## config.mk

```make
export PLATFORM = sky130hd
export DESIGN_NAME = digit_serial_adder
export DESIGN_NICKNAME = d
export VERILOG_FILES = /design/src/rtl/digit_serial_adder.sv
export SDC_FILE = /design/constraint.sdc
export NUM_CORES = 1
export LEC_CHECK = 0
export ABC_AREA = 1
export CORE_MARGIN = 5
export CORE_UTILIZATION = 45
export CTS_BUF_LIST = sky130_fd_sc_hd__clkbuf_16
export DETAILED_ROUTE_END_ITERATION = 10
export GPL_ROUTABILITY_DRIVEN = 0
export PLACE_DENSITY_LB_ADDON = 0.25
export SKIP_LAST_GASP = 1
export SLEW_MARGIN = 20
export SYNTH_ARGS = -nofsm -noshare
export SYNTH_HDL_FRONTEND = slang
export SYNTH_SLANG_ARGS = --single-unit
export TNS_END_PERCENT = 100
```

## constraint.sdc

```tcl
create_clock -name clk -period 1.52 [get_ports clk]
set_input_delay 0.152 -clock clk [delete_from_list [all_inputs] [get_ports clk]]
set_output_delay 0.152 -clock clk [all_outputs]
set_load 0.05 [all_outputs]
```

## src/rtl/digit_serial_adder.sv

```systemverilog
// digit_serial_adder
//   Multi-cycle adder/subtractor. A WIDTH-bit operation is processed one
//   DIGIT-bit slice per clock, LSB slice first, with the inter-slice carry
//   held in a register. One operation in flight at a time.
//
// Ports
//   clk    : system clock, rising edge
//   rst_n  : asynchronous reset, active low
//   START  : request an operation (sampled only while BUSY=0)
//   SUB    : 0 -> S = A + B + CIN, 1 -> S = A - B (CIN ignored)
//   A, B   : operands, captured on the accepting edge
//   CIN    : carry-in for add mode, captured on the accepting edge
//   BUSY   : operation in progress
//   DONE   : one-cycle pulse, S/COUT/OVF just updated
//   S      : result register (holds last completed result)
//   COUT   : carry out of the MSB (subtract: 1 = no borrow)
//   OVF    : two's-complement signed overflow of the completed operation
//
// States
//   IDLE | waiting for START; result registers hold last completion
//   RUN  | one slice added per clock, NDIG clocks total

module digit_serial_adder #(
  parameter int WIDTH = 32,
  parameter int DIGIT = 4
) (
  input  logic             clk,
  input  logic             rst_n,
  input  logic             START,
  input  logic             SUB,
  input  logic [WIDTH-1:0] A,
  input  logic [WIDTH-1:0] B,
  input  logic             CIN,
  output logic             BUSY,
  output logic             DONE,
  output logic [WIDTH-1:0] S,
  output logic             COUT,
  output logic             OVF
);

  localparam int NDIG = WIDTH / DIGIT;
  localparam int CW   = (NDIG > 1) ? $clog2(NDIG) : 1;
  localparam int LAST = NDIG - 1;

  generate
    if (DIGIT < 1 || DIGIT > WIDTH || (WIDTH % DIGIT) != 0) begin : g_bad_digit
      $error("digit_serial_adder: DIGIT must be >= 1 and divide WIDTH exactly");
    end
  endgenerate

  typedef enum logic {
    IDLE = 1'b0,
    RUN  = 1'b1
  } state_t;

  state_t           state_q, state_d;
  logic [WIDTH-1:0] opa_q, opa_d;
  logic [WIDTH-1:0] opb_q, opb_d;
  logic [WIDTH-1:0] acc_q, acc_d;
  logic             carry_q, carry_d;
  logic [CW-1:0]    cnt_q, cnt_d;
  logic [WIDTH-1:0] s_q, s_d;
  logic             cout_q, cout_d;
  logic             ovf_q, ovf_d;
  logic             done_q, done_d;

  // Slice adder: one extra bit on top carries into the next slice.
  logic [DIGIT:0]   slice_sum;
  logic [WIDTH-1:0] acc_next;
  logic             last_slice;

  always_comb begin
    slice_sum = {1'b0, opa_q[DIGIT-1:0]} + {1'b0, opb_q[DIGIT-1:0]}
              + {{DIGIT{1'b0}}, carry_q};
    // New slice enters at the top; after NDIG shifts the LSB slice has
    // walked down to bit 0 and the register holds the full result.
    acc_next   = (acc_q >> DIGIT)
               | (WIDTH'(slice_sum[DIGIT-1:0]) << (WIDTH - DIGIT));
    last_slice = (cnt_q == CW'(LAST));
  end

  always_comb begin
    state_d = state_q;
    opa_d   = opa_q;
    opb_d   = opb_q;
    acc_d   = acc_q;
    carry_d = carry_q;
    cnt_d   = cnt_q;
    s_d     = s_q;
    cout_d  = cout_q;
    ovf_d   = ovf_q;
    done_d  = 1'b0;

    case (state_q)
      IDLE: begin
        if (START) begin
          opa_d   = A;
          // Subtract is A + ~B + 1: invert B here and seed the carry with 1.
          opb_d   = SUB ? ~B : B;
          carry_d = SUB ? 1'b1 : CIN;
          acc_d   = '0;
          cnt_d   = '0;
          state_d = RUN;
        end
      end

      RUN: begin
        opa_d   = opa_q >> DIGIT;
        opb_d   = opb_q >> DIGIT;
        acc_d   = acc_next;
        carry_d = slice_sum[DIGIT];
        cnt_d   = cnt_q + CW'(1);
        if (last_slice) begin
          s_d     = acc_next;
          cout_d  = slice_sum[DIGIT];
          // Operand MSBs sit at the top of the final slice; opb is already
          // inverted in subtract mode so one rule covers both modes.
          ovf_d   = (opa_q[DIGIT-1] == opb_q[DIGIT-1])
                 && (slice_sum[DIGIT-1] != opa_q[DIGIT-1]);
          done_d  = 1'b1;
          cnt_d   = '0;
          state_d = IDLE;
        end
      end

      default: state_d = IDLE;
    endcase
  end

  always_ff @(posedge clk or negedge rst_n) begin
    if (!rst_n) begin
      state_q <= IDLE;
      opa_q   <= '0;
      opb_q   <= '0;
      acc_q   <= '0;
      carry_q <= 1'b0;
      cnt_q   <= '0;
      s_q     <= '0;
      cout_q  <= 1'b0;
      ovf_q   <= 1'b0;
      done_q  <= 1'b0;
    end else begin
      state_q <= state_d;
      opa_q   <= opa_d;
      opb_q   <= opb_d;
      acc_q   <= acc_d;
      carry_q <= carry_d;
      cnt_q   <= cnt_d;
      s_q     <= s_d;
      cout_q  <= cout_d;
      ovf_q   <= ovf_d;
      done_q  <= done_d;
    end
  end

  assign BUSY = (state_q == RUN);
  assign DONE = done_q;
  assign S    = s_q;
  assign COUT = cout_q;
  assign OVF  = ovf_q;

endmodule

```

Word-level counts from Yosys, hierarchy flattened

Cells that the tools add are included.

Muxes and demuxes: 18
Bitwise operators: 3
$add $sub $neg: 3
Equal/unequal tests: 4
Reduce and logical (&&, ||, !) cells: 2

Operators by type and width:

| kind                | number |
|---|---|
| $pmux 32 s2         | 3 |
| $mux 32             | 4 |
| $not 32->32         | 1 |
| $or 28x32->32       | 1 |
| $mux 1              | 6 |
| $mux 3              | 2 |
| $pmux 3 s2          | 1 |
| $add 4x4->5         | 1 |
| $add 5x1->5         | 1 |
| $pmux 1 s2          | 2 |
| $add 3x1->3 const B | 1 |
| $eq 3x3->1 const B  | 1 |
| $ne 2x2->1 const B  | 1 |
| $reduce_and 2->1    | 1 |
| $eq 1x1->1          | 1 |
| $logic_and 1x1->1   | 1 |
| $ne 1x1->1          | 1 |
| $not 1->1           | 1 |

Logic and storage cells: 40
Register bits after elaboration: 136

Logic depth before layout (Yosys ltp)

Gate-level depths: netlist (run 1).

Depth in word-level cells: 4
Gate-level depth with buffers: 8
Mapped depth without buffers: 6

Worst setup path after synthesis (run 1)

No wires, ideal clock.

Path type: register -> register
Start point: reg opa_q[0]
End point: reg s_q[30], in the netlist S[30]
Arrival time: 1512 ps
Setup time: 128 ps
Setup slack: -119 ps
Stages on the path, launching flop included: 5
Clock period less this slack: 1639 ps
Buffers on the path: 0
Path through: dfrtp_1 > fa_1 > fa_1 > xnor2_1 > o21ai_0

Cells in the longest elaborated chain, start to end: 3

RTL lines:

| element                  | RTL line | source |
|---|---|---|
| start: declaration       | 57       | `logic [WIDTH-1:0] opa_q, opa_d;` |
| start signal: assignment | 144      | `opa_q <= opa_d;` |
| $add 4x4->5              | 73       | `slice_sum = {1'b0, opa_q[DIGIT-1:0]} + {1'b0, opb_q[DIGIT-1:0]}` |
| $add 5x1->5              | 74       | `+ {{DIGIT{1'b0}}, carry_q};` |
| $or 28x32->32            | 78       | `\| (WIDTH'(slice_sum[DIGIT-1:0]) << (WIDTH - DIGIT));` |
| end signal: assignment   | 138      | `s_q <= '0;` |
| end signal: assignment   | 149      | `s_q <= s_d;` |
| end: declaration         | 62       | `logic [WIDTH-1:0] s_q, s_d;` |

Every way passes these cells.
A chain may end at the register's enable or synchronous reset.

Final worst setup path (run 1)

Start point: reg opa_q[0]
End point: reg acc_q[29]

Cells in the longest elaborated chain, start to end: 4

RTL lines:

| element                | RTL line | source |
|---|---|---|
| $add 4x4->5            | 73       |  |
| $add 5x1->5            | 74       |  |
| $or 28x32->32          | 78       |  |
| net acc_next[29]       | 69       | `logic [WIDTH-1:0] acc_next;` |
| $pmux 32 s2            | 94       | `case (state_q)` |
| end signal: assignment | 135      | `acc_q <= '0;` |
| end signal: assignment | 146      | `acc_q <= acc_d;` |
| end: declaration       | 59       | `logic [WIDTH-1:0] acc_q, acc_d;` |

The timed path passes the listed nets, and every way through them passes these cells.

==> impl_metrics.csv, run 1 <==
group,metric,value,unit
global_route,grt_max_degree,62,
yosys,synth.top_cell.area_share,0.555,
sta,worstMarginPinSlew,357,ps
clock_network,cts_buffers,17,
placement,io_buffers,104,
global_route,grt_first_pass_wirelength,23500,um
yosys,yosysSeqAreaShare,0.555,
routing,wl,13800,um
placement,dp.cells,968,
yosys,yosys-top-cells-count,"nand2_1, dfrtp_1, nor2_1, inv_1, a21oi_1",
clock_network,cts_tree,"built",
yosys,synth-edff-count,0,
power_and_ir_drop,swShare,0.405,
power_and_ir_drop,p_seq_frac,0.330,
run,cap_violations,0,
yosys,async_reset_ff_frac,1.00,
critical_path,path_class,"reg2reg",
outcome,violations,"negative setup slack",
clock_network,clock_latency,410,ps
critical_path,cp-startpoint,"opa_q[0]",
clock_network,cts_buffer_depth,2,
placement,place_hpwl,9300,um
sta,fmax,627,MHz
floorplan,core_area,0.0131,mm2
routing,drtIter0Drc,462,
yosys,ys.flop_type,"dfrtp_1",
routing,via_count,4955,
power_and_ir_drop,ir_drop,984,uV
yosys,syn_inst,712,
routing,ant_nets,0,
yosys,syn-num-nets,788,
sta,fin_crit_sh,1.05,
sta,setup-violations-final,6,
critical_path,cp_max_fo,2,
floorplan,ios,105,
clock_network,cts.sinks,132,
clock_network,h-tree-depth,4,
critical_path,reg2reg_slack,-80,ps
power_and_ir_drop,total_power,18000,uW
global_route,antenna_found_initial,0,
yosys,ys.warnings.count,0,
layout,finalNonFillerCells,1004,
routing,drt-met1-wl,6580,um
sta,skew,6.23,ps
critical_path,path_delay_family,"adder cells",
layout,drive_gt1_frac,0.128,
critical_path,cp.arrival,1920,ps
routing,dr_wl_met3,631,um
power_and_ir_drop,clkPwrFrac,0.229,
critical_path,crit_end,"acc_q[29]",
layout,final_util,0.603,
power_and_ir_drop,power_density,2280,mW/mm2
layout,layout-area-overhead-vs-synth,32.6,%
sta,rsz0062_at_grt,"yes",
critical_path,max_stage_delay,540,ps
critical_path,crit_slowest_cell,"fa_2",
routing,viasPerCell,4.94,
yosys,synth_area_per_cell,8.36,um2
critical_path,critical_path_cell_count,4,
power_and_ir_drop,internal-power,10700,uW
critical_path,cp-start-kind,"register",
power_and_ir_drop,p_comb_frac,0.441,
critical_path,worstSetupEndpointType,"register",
sta,slew_headroom,0.762,
power_and_ir_drop,leakage,0.00378,uW
routing,top_layer,"met4",
critical_path,cpMostUsedCell,"fa_2",
yosys,yosys_register_bits,132,
floorplan,die_w,125,um
floorplan,start_util,0.455,
global_route,overflow,0,
global_route,grt_pass1_vias,4982,
yosys,yosys-top-cells-area,"dfrtp_1, nand2_1, nor2_1",
routing,avgRoutedWirePerCell,13.7,um
critical_path,r2r_cells,4,
layout,antenna_cells,0,
layout,nets,891,
clock_network,cts-root-buf,"clkbuf_16",
critical_path,crit_path_cell_trace,"fa_2, fa_2, inv_2, o22ai_1",
placement,pre_cts_ws,-71.4,ps
global_route,grt_usage,0.179,
routing,drt-pass1-iter-count,5,
yosys,synth_most_common_cell,"nand2_1",
sta,hold_viol_final,0,
floorplan,die_h,125,um
critical_path,r2r_end,"acc_q[29]",
power_and_ir_drop,p_sw,7270,uW
yosys,ys_types,22,
floorplan,die_area,0.0156,mm2
yosys,synth.cell_area,0.00595,mm2
sta,setup_slack,-75.4,ps
sta,period_needed,1600,ps
outcome,status,"finished with violations",
min_path,hold_path_class,"in2async",
clock_network,clk_pin_slew,60,ps
critical_path,cp.required,1850,ps
floorplan,rows,42,
sta,report.final.slew_viol_count,0,
yosys,synth_top_cell_by_area,"dfrtp_1",
critical_path,timing.rr.start,"opa_q[0]",
routing,dr_wl_met2,6390,um
routing,drc,0,
critical_path,cp_num_buf_inv,1,
state kept, by name (all words and copies together) (netlist names):
register,flops
acc_q,28
DONE,1
BUSY,1
opa_q,32
opb_q,32
carry_q,1
S,32
cnt_q,3
COUT,1
OVF,1
layout make-up:
type | count | area, um2
Tap cell | 176 | 220
Clock buffer | 17 | 425
Multi-Input combinational cell | 467 | 2180
Timing Repair Buffer | 131 | 1330
Inverter | 66 | 249
Fill cell | 1142 | 5190
Clock inverter | 15 | 181
Sequential cell | 132 | 3300
kinds of logic after synthesis:
logic type | count (synthesis) | synth area share
AOI/OAI and AO/OA | 181 | 0.160
xor gates and xnor gates | 5 | 0.00736
adders and majority gates | 7 | 0.0172
buffers and inverters | 113 | 0.0835
DFF | 132 | 0.555
and+or+nand+nor | 274 | 0.177
metrics by stage:
step / instance area [um2] / setup TNS, ps / hold WS (ps)
2_1_floorplan: 5960 / -43.2 / -144
3_5_place_dp: 7190 / -266 / 72.4
4_1_cts: 7830 / -292 / 210
6_report: 7890 / -248 / 200
5_1_grt: 7890 / -754 / 228
3_3_place_gp: 7190 / -136 / 68.0
what timing repair did:
item,in CTS,in global routing
hold buffers,1,0
setup buffers,1,0
gates resized for setup,4,3
endpoints found under the setup margin,5,32
pin swaps,2,1
hold endpoints to repair,51,0
cloned,0,2
worst min-delay path by stage:
| stage | endpoint | slack [ps] | from | cells past startpoint |
|---|---|---|---|---|
| floorplan | BUSY | -140 | rst_n | 0 |
| global placement | S[10] | 70 | rst_n | 1 |
| detailed placement | S[10] | 70 | rst_n | 1 |
| CTS | S[10] | 210 | rst_n | 2 |
| global route | S[10] | 230 | rst_n | 2 |
| finish | S[10] | 200 | rst_n | 2 |
layout by cell type, fill, tap and decap left out, types with 4 or more instances in the layout:
cell / count
nand2_1: 169
dfrtp_1: 131
nor2_1: 89
clkdlybuf4s50_1: 66
inv_1: 64
a21oi_1: 58
o21ai_0: 49
buf_4: 48
o21ai_1: 43
o22ai_1: 27
clkbuf_16: 19
nand3_1: 12
buf_12: 11
ha_1: 5
xnor2_1: 4
clkinvlp_4: 4
power groups by stage:
stage	combinational, uW	sequential, uW	clock, uW
final	7920	5930	4110
after global routing	8810	6090	4380
after CTS	7820	5920	4180
after detailed placement	7660	5950	0
after global placement	7460	5910	0
after floorplan	4140	7150	0
metal layers:
layer,global-route usage,up-vias
li1,-,2500
met5,0,-
met3,0.0473,12
met2,0.270,118
met4,0.0561,0
met1,0.253,2325
No activity file was read; power rests on OpenSTA's default activity.
==> run 2, diff against run 1 <==
--- a/config.mk
+++ b/config.mk
@@ -11,6 +11,7 @@
 export CTS_BUF_LIST = sky130_fd_sc_hd__clkbuf_16
 export DETAILED_ROUTE_END_ITERATION = 10
 export GPL_ROUTABILITY_DRIVEN = 0
+export GPL_TIMING_DRIVEN = 0
 export PLACE_DENSITY_LB_ADDON = 0.25
 export SKIP_LAST_GASP = 1
 export SLEW_MARGIN = 20
==> run 2 against run 1 <==
Net effect: flip-flop and latch count did not move; critical endpoint is now acc_q[30]; utilization rose by 0.95 points; largest cell class unchanged; worst hold slack improved by 23 ps; design area rose by 1.6%; the run still ends with negative setup slack left.
==> impl_metrics.csv, run 2 (synthesized netlist as in run 1, its figures left out) <==
group,metric,value,unit
outcome,status,"finished with violations",
outcome,violations,"negative setup slack",
layout,final_util,0.612,
power_and_ir_drop,p_comb_frac,0.447,
global_route,grt_first_pass_wirelength,24800,um
clock_network,cts-root-buf,"clkbuf_16",
floorplan,die_h,125,um
clock_network,cts_tree,"built",
routing,dr_wl_met3,860,um
critical_path,reg2reg_slack,-120,ps
critical_path,path_class,"reg2reg",
floorplan,die_w,125,um
power_and_ir_drop,ir_drop,1120,uV
global_route,antenna_found_initial,0,
clock_network,h-tree-depth,4,
global_route,overflow,0,
floorplan,die_area,0.0156,mm2
global_route,grt_max_degree,82,
sta,fmax,610,MHz
routing,dr_wl_met2,7190,um
critical_path,cpMostUsedCell,"fa_2",
power_and_ir_drop,p_sw,7500,uW
power_and_ir_drop,clkPwrFrac,0.230,
global_route,grt_usage,0.192,
sta,setup_slack,-119,ps
sta,setup-violations-final,10,
min_path,min_path_cells,5,
critical_path,crit_slowest_cell,"fa_2",
layout,fillers,1115,
floorplan,core_area,0.0131,mm2
global_route,grt_pass1_vias,5131,
sta,fin_crit_sh,1.08,
layout,layout-area-overhead-vs-synth,34.7,%
power_and_ir_drop,total_power,18300,uW
critical_path,cp_max_fo,2,
critical_path,max_stage_delay,410,ps
clock_network,cts.sinks,132,
critical_path,cp.arrival,1920,ps
routing,wl,15000,um
layout,antenna_cells,0,
routing,drc,0,
routing,drt-pass1-iter-count,5,
routing,ant_nets,0,
min_path,hold_path_class,"in2reg",
critical_path,r2r_cells,4,
critical_path,cp-start-kind,"register",
sta,hold_viol_final,0,
clock_network,cts_buffer_depth,2,
layout,layout_common_cells,"nand2_1, dfrtp_1, nor2_1",
min_path,min-delay-start,"SUB",
critical_path,worstSetupEndpointType,"register",
layout,final_common_cell,"nand2_1",
clock_network,clk_pin_slew,60,ps
min_path,hold_path_end,"opb_q[22]",
placement,io_buffers,103,
placement,place_hpwl,10700,um
sta,slew_headroom,0.660,
routing,avgRoutedWirePerCell,14.5,um
clock_network,clock_latency,410,ps
sta,rsz0062_at_grt,"yes",
power_and_ir_drop,swShare,0.410,
routing,drt-met1-wl,6730,um
routing,viasPerCell,5.06,
routing,top_layer,"met4",
routing,via_count,5215,
layout,drive_gt1_frac,0.115,
sta,skew,4.91,ps
routing,drtIter0Drc,393,
run,cap_violations,0,
critical_path,cp.required,1810,ps
sta,worstMarginPinSlew,510,ps
critical_path,crit_path_cell_trace,"fa_2, fa_2, xnor2_2, o22ai_1",
sta,report.final.slew_viol_count,0,
power_and_ir_drop,leakage,0.00390,uW
power_and_ir_drop,internal-power,10800,uW
clock_network,cts_buffers,17,
floorplan,rows,42,
floorplan,start_util,0.455,
sta,period_needed,1640,ps
floorplan,ios,105,
sta,timing.hold.ws,223,ps
critical_path,r2r_end,"acc_q[30]",
power_and_ir_drop,p_seq_frac,0.322,
critical_path,timing.rr.start,"carry_q",
power_and_ir_drop,power_density,2280,mW/mm2
layout,nets,918,
run 2: changes by cell type in the layout (fill, tap and decap cells not counted), moves of 3 or more:
| cell | previous run | this run |
|---|---|---|
| buf_12 | 11 | 0 |
| dlygate4sd2_1 | 0 | 36 |
| buf_4 | 48 | 15 |
| clkbuf_2 | 0 | 8 |
| o22ai_1 | 27 | 21 |
| buf_6 | 2 | 10 |
| buf_2 | 1 | 8 |
| clkbuf_4 | 0 | 5 |
| clkbuf_1 | 0 | 7 |
| o22ai_2 | 0 | 6 |
| clkinv_4 | 3 | 0 |
| clkinv_1 | 0 | 3 |
run 2: worst max-delay path by stage:
stage	cells after the start	from	slack (ps)	to
floorplan	4	carry_q	-30	acc_q[29]
finish	4	carry_q	-120	acc_q[30]
global placement	1	rst_n	-5140	BUSY
detailed placement	6	cnt_q[0]	-210	S[14]
global route	6	carry_q	-170	carry_q
CTS	6	carry_q	-120	carry_q
run 2: worst max-delay path: cells and delay by family, from the launching register on:
family / cells / cell delay, ps
xor gates and xnor gates: 1 / 220
DFF: 1 / 400
adders and majority gates: 2 / 790
AOI/OAI and AO/OA: 1 / 100
run 2: per-layer routing:
layer / up-vias / track usage
met3: 20 / 0.0507
met2: 173 / 0.310
li1: 2552 / -
met5: - / 0
met1: 2470 / 0.258
met4: 0 / 0.0542
run 2: power by group through the flow:
stage | Sequential (uW) | Clock, uW | Combinational, uW
floorplan | 7150 | 0 | 4140
global placement | 5870 | 0 | 7600
detailed placement | 5920 | 0 | 7850
CTS | 5880 | 4260 | 7830
global route | 6050 | 4440 | 9020
finish | 5890 | 4210 | 8180
run 2: layout make-up:
| cell class | instances | area, um2 | share of cell area |
|---|---|---|---|
| clock buffers | 17 | 425 | 0.0531 |
| well taps | 176 | 220 | 0.0275 |
| inverters | 66 | 250 | 0.0312 |
| flip-flops and latches | 132 | 3300 | 0.412 |
| multi-input cells | 467 | 2230 | 0.278 |
| clock inverters | 15 | 186 | 0.0233 |
| plain buffers | 47 | 327 | 0.0407 |
| repair buffers | 111 | 1070 | 0.134 |
run 2: what timing repair did:
| action | in CTS | in global routing |
|---|---|---|
| cloned | 0 | 1 |
| buffers inserted | 1 | 4 |
| hold endpoints to repair | 51 | 0 |
| setup endpoints to repair | 106 | 112 |
| hold buffers | 1 | 0 |
| pin swaps | 2 | 1 |
| gates resized for setup | 58 | 32 |
run 2: through the flow:
step	area [um2]	cells	setup slack, ps	TNS (ps)
CTS	7880	1026	-118	-499
global placement	7210	991	-5140	-628090
detailed placement	7240	992	-214	-16640
floorplan	5960	712	-32.3	-43.2
finish	8010	1031	-119	-643
global route	8010	1031	-169	-3490
